`config.mk`:
```
export PLATFORM = sky130hd
export DESIGN_NAME = mpi_credit_sender
export DESIGN_NICKNAME = d
export VERILOG_FILES = /design/src/rtl/mpi_link_pkg.sv /design/src/rtl/mpi_sync_fifo.sv /design/src/rtl/mpi_credit_sender.sv
export SDC_FILE = /design/constraint.sdc
export NUM_CORES = 1
export LEC_CHECK = 0
export ABC_AREA = 1
export CAP_MARGIN = 20
export CORE_MARGIN = 2
export CORE_UTILIZATION = 67
export CTS_BUF_LIST = sky130_fd_sc_hd__clkbuf_16
export CTS_CLUSTER_DIAMETER = 50
export DETAILED_ROUTE_END_ITERATION = 16
export DONT_BUFFER_PORTS = 1
export GPL_ROUTABILITY_DRIVEN = 1
export HOLD_SLACK_MARGIN = 0.12
export PLACE_DENSITY_LB_ADDON = 0.2
export SKIP_LAST_GASP = 1
export SYNTH_ARGS = -nofsm -noshare
export SYNTH_HDL_FRONTEND = slang
export SYNTH_SLANG_ARGS = --single-unit
```
`constraint.sdc`:
```
create_clock -name clk -period 7.7 [get_ports clk]
set_clock_uncertainty 0.05 [all_clocks]
set_input_delay 1.54 -clock clk [delete_from_list [all_inputs] [get_ports clk]]
set_output_delay 1.54 -clock clk [all_outputs]
set_load 0.02 [all_outputs]
```
`src/rtl/mpi_link_pkg.sv`:
```
// Shared types and constants for the MPI credit link.
// Used by both sender and receiver endpoints.
package mpi_link_pkg;

  typedef enum logic [1:0] {
    S_IDLE,
    S_LAUNCH,
    S_WAIT
  } snd_state_e;

  localparam logic TAG_VALID = 1'b0;
  localparam logic TAG_YUMI  = 1'b1;

  localparam int LINK_DATA_W = 64;

endpackage

```
`src/rtl/mpi_sync_fifo.sv`:
```
// Synchronous FIFO, power-of-two depth, registered count.
// Push while full and pop while empty are ignored.
module mpi_sync_fifo #(
  parameter int DATA_W = 64,
  parameter int DEPTH  = 4
) (
  input  logic                       clk,
  input  logic                       rst_n,
  input  logic                       push,
  input  logic [DATA_W-1:0]          wr_data,
  input  logic                       pop,
  output logic [DATA_W-1:0]          rd_data,
  output logic                       full,
  output logic                       empty,
  output logic [$clog2(DEPTH+1)-1:0] count
);

  localparam int AW = (DEPTH > 1) ? $clog2(DEPTH) : 1;
  localparam int CW = $clog2(DEPTH + 1);

  logic [DATA_W-1:0] mem [DEPTH];
  logic [AW-1:0]     wr_ptr;
  logic [AW-1:0]     rd_ptr;
  logic              wr_en;
  logic              rd_en;

  assign full    = (count == CW'(DEPTH));
  assign empty   = (count == '0);
  assign wr_en   = push && !full;
  assign rd_en   = pop && !empty;
  assign rd_data = mem[rd_ptr];

  always_ff @(posedge clk) begin
    if (wr_en) begin
      mem[wr_ptr] <= wr_data;
    end
  end

  always_ff @(posedge clk) begin
    if (!rst_n) begin
      wr_ptr <= '0;
      rd_ptr <= '0;
      count  <= '0;
    end else begin
      if (wr_en) wr_ptr <= wr_ptr + 1'b1;
      if (rd_en) rd_ptr <= rd_ptr + 1'b1;
      unique case ({wr_en, rd_en})
        2'b10:   count <= count + 1'b1;
        2'b01:   count <= count - 1'b1;
        default: count <= count;
      endcase
    end
  end

endmodule

```
`src/rtl/mpi_credit_sender.sv`:
```
// Credit-managed transmit endpoint of the MPI valid/yumi link.
// One word in flight; next word may launch on the yumi edge.
module mpi_credit_sender
  import mpi_link_pkg::*;
#(
  parameter int DATA_W  = LINK_DATA_W,
  parameter int DEPTH   = 4,
  parameter int CREDITS = 4
) (
  input  logic                         clk,
  input  logic                         rst_n,
  input  logic                         in_valid,
  input  logic [DATA_W-1:0]            in_data,
  output logic                         in_ready,
  input  logic [31:0]                  dest,
  output logic                         valid,
  output logic [DATA_W-1:0]            data_out,
  output logic [31:0]                  dest_q,
  output logic                         ready_snd,
  input  logic                         yumi,
  input  logic                         credit_ret,
  output logic [$clog2(CREDITS+1)-1:0] credits,
  output logic [$clog2(DEPTH+1)-1:0]   fifo_count,
  output logic                         err
);

  localparam int CW = $clog2(CREDITS + 1);
  localparam logic [CW-1:0] CMAX = CW'(CREDITS);

  snd_state_e        state;
  logic [DATA_W-1:0] head;
  logic              full;
  logic              empty;
  logic              push;
  logic              pop;
  logic              done;
  logic              ovf;

  assign in_ready = !full;
  assign push     = in_valid && !full;
  assign done     = (state != S_IDLE) && yumi;

  // A same-edge credit return only counts on the completion path.
  always_comb begin
    pop = 1'b0;
    unique case (state)
      S_IDLE:  pop = !empty && (credits != '0);
      default: pop = done && !empty &&
                     ((credits != '0) || credit_ret);
    endcase
  end

  assign ovf = credit_ret && !pop && (credits == CMAX);

  mpi_sync_fifo #(
    .DATA_W (DATA_W),
    .DEPTH  (DEPTH)
  ) u_fifo (
    .clk     (clk),
    .rst_n   (rst_n),
    .push    (push),
    .wr_data (in_data),
    .pop     (pop),
    .rd_data (head),
    .full    (full),
    .empty   (empty),
    .count   (fifo_count)
  );

  always_ff @(posedge clk) begin
    if (!rst_n) begin
      state     <= S_IDLE;
      valid     <= 1'b0;
      ready_snd <= 1'b0;
      data_out  <= '0;
      dest_q    <= '0;
      credits   <= CMAX;
      err       <= 1'b0;
    end else begin
      ready_snd <= pop;
      if (pop) begin
        data_out <= head;
        dest_q   <= dest;
      end
      unique case ({credit_ret, pop})
        2'b10:   if (!ovf) credits <= credits + 1'b1;
        2'b01:   credits <= credits - 1'b1;
        default: credits <= credits;
      endcase
      if (ovf || (state == S_IDLE && yumi)) err <= 1'b1;
      unique case (state)
        S_IDLE: begin
          if (pop) begin
            state <= S_LAUNCH;
            valid <= 1'b1;
          end
        end
        default: begin
          if (pop) begin
            state <= S_LAUNCH;
            valid <= 1'b1;
          end else if (yumi) begin
            state <= S_IDLE;
            valid <= 1'b0;
          end else begin
            state <= S_WAIT;
            valid <= 1'b1;
          end
        end
      endcase
    end
  end

endmodule

```
==> reports/metrics.cfg <==
[setup_path]
crit_required_ns=8.04
path_max_fanout=85
cp.arrival_ns=4.12
cp-start-kind=input port
max_stage_delay_ns=0.80
crit_type=input port to flop
cp_slowest_cell=buf_4
path_cells=inv_2 > nor2_4 > nand3_2 > nand2_4 > buf_4 > nand2_1 > fa_1 > inv_1 > nand2_1 > nand3_1 > nand3_1
end_kind=flop

[logic_synthesis]
synth_area_sq_um=13500
synth.distinct_cells=31
avgSynthCellArea_sq_um=11.9
synth-seq-cells=367
synthCells=1137
yosysTopAreaCellShare_pct=56.8
ys_seq_area_share_pct=73.2
ys_top_cells_by_area=edfxtp_1, dfxtp_1, nor2_1, o21ai_0, a31oi_1
syn_nets=1245
yosysTopAreaCell=edfxtp_1
ys_warn_count=0

[global_routing]
grt.overflow.total=0
grt_usage_pct=24.8
grt_pass1_vias=8117
grt_max_degree=104
grt_pass1_wl_mm=41.8
antenna_found_initial=0

[clock_tree]
cts.sinks=367
clock_latency_ns=0.51
tritoncts=done
ctsResizeCount=0
root_buffer=clkbuf_16
post_cts_buffers=0
cts-buffers-inserted=37
postCtsHoldBufs=0
clockBufferDepth=3
clk_pin_slew_worst_paths_ns=0.06
h-tree-depth=2

[timing]
setup_violations=0
tns_ns=0
worst_slack_ns=3.92
tightestPinTransition_ns=1.12
maxSlewViolCount=0
fin_crit_sh_pct=49.1
relSlewSlack_pct=25.6
rsz0062_at_grt=false
period_minus_slack_ns=3.78
final-hold-violation-count=0
fmax_mhz=264

[detailed_routing]
ant_nets=0
drc=0
wl_mm=26.7
post_drt_via_cell_ratio=5.92
first_pass_iters=5
vias=8320
drt_iter0_markers=545
wire_per_inst_microns=19.0

[power_and_ir_drop]
power.density_nw_per_um2=406
ir_drop_uv=256
p_leak_uw=0.00514

[floorplanning]
start_util_pct=68.9
coreArea_sq_um=19700
fp.dieH_microns=146
die-area_sq_um=21400
rows=51
io_pins=207
die_x_microns=146

[worst_hold_path]
min_path_type=flop to flop

[job]
maxCapViolCount=0

[cells_and_area]
syn2layout_area_growth_pct=8.63
fin_nets=1219
drive_gt1_share_pct=6.67
antennaDiodeCount=0

[place]
place_congestion=0.746
hpwl_mm=13.8
port_buffers=0
place_ws_ns=3.41

[run_status]
status=finished clean

-- power by group --
part           internal [uW]  switching, uW
Combinational            399            998
Clock                    934            683
Sequential              2480            470
Total                   3820           2150
-- synth_stat cells (all sizes together) --
cell type / count
nor2: 316
edfxtp: 256
o21ai: 221
dfxtp: 111
a31oi: 54
clkbuf: 42
nand2: 34
buf: 33
a21oi: 20
inv: 20
o22ai: 10
ha: 5
nand3: 5
fa: 2
nand4: 2
nor3: 2
o21bai: 2
nor4: 1
o21a: 1
-- sequential cells by signal (all words and copies together) (netlist names), 2 cells and up --
register	flops
credits	3
data_out	64
dest_q	32
state	2
u_fifo.count	3
u_fifo.mem	256
u_fifo.rd_ptr	2
u_fifo.wr_ptr	2
-- logic make-up after synthesis --
logic type      count (synthesis)  share of synthesized area, %
compound gates                308                          12.1
fa+ha+maj                       7                         0.758
buf+inv                        95                          3.54
flops                         367                          73.2
simple gates                  360                          10.4
-- per-layer routing --
layer  up-vias  GRT usage [%]  wire length (microns)
met5         -              0                      0
met4         0           10.0                    731
met3        59           7.78                   2480
met2       293           42.9                  13100
met1      3998           29.0                  10300
li1       3970              -                      -
-- final cells by class --
cell class,count,area [sq um]
clock buffer,40,1000
clock inverter,28,124
fill,1261,4950
inverter,20,76.3
multi-input combinational,675,3180
sequential,367,9910
tap,265,332
timing repair buffer,10,75.1
-- worst paths after layout --
kind / from / endpoint / slack [ns] / cells after the start
setup / recovery: yumi / credits[2] / 3.92 / 11
hold / removal: u_fifo.wr_ptr[1] / u_fifo.wr_ptr[1] / 0.50 / 2
setup reg to reg: credits[2] / credits[2] / 4.23 / 11
hold reg to reg: u_fifo.wr_ptr[1] / u_fifo.wr_ptr[1] / 0.50 / 2
-- per-stage QoR --
stage	total power, uW	util (%)	std cells	area, sq um	hold slack (ns)
4_1_cts	6000	74.8	1405	14700	0.502
6_report	5970	74.8	1405	14700	0.497
2_1_floorplan	4150	-	1137	13500	0.440
3_3_place_gp	4330	69.1	1337	13600	0.471
5_1_grt	6310	74.8	1405	14700	0.536
3_5_place_dp	4390	69.1	1337	13600	0.485
-- cell usage in the layout, fill, tap and decap left out, drive strengths merged --
master,n
dfxtp,111
nand2,34
edfxtp,256
a21oi,20
a31oi,54
clkinv,17
clkinvlp,2
nor3,2
o21a,1
o21ai,221
ha,5
o21bai,2
nor2,316
nand3,5
nor4,1
buf,10
inv,29
o22ai,10
fa,2
nand4,2
clkbuf,40
-- worst max-delay path: cells and delay by family --
kind | cells | cell delay (ns)
buf+inv | 3 | 0.89
fa+ha+maj | 1 | 0.45
simple gates | 7 | 1.22
Note: power is estimated with default switching activity, not from simulation.
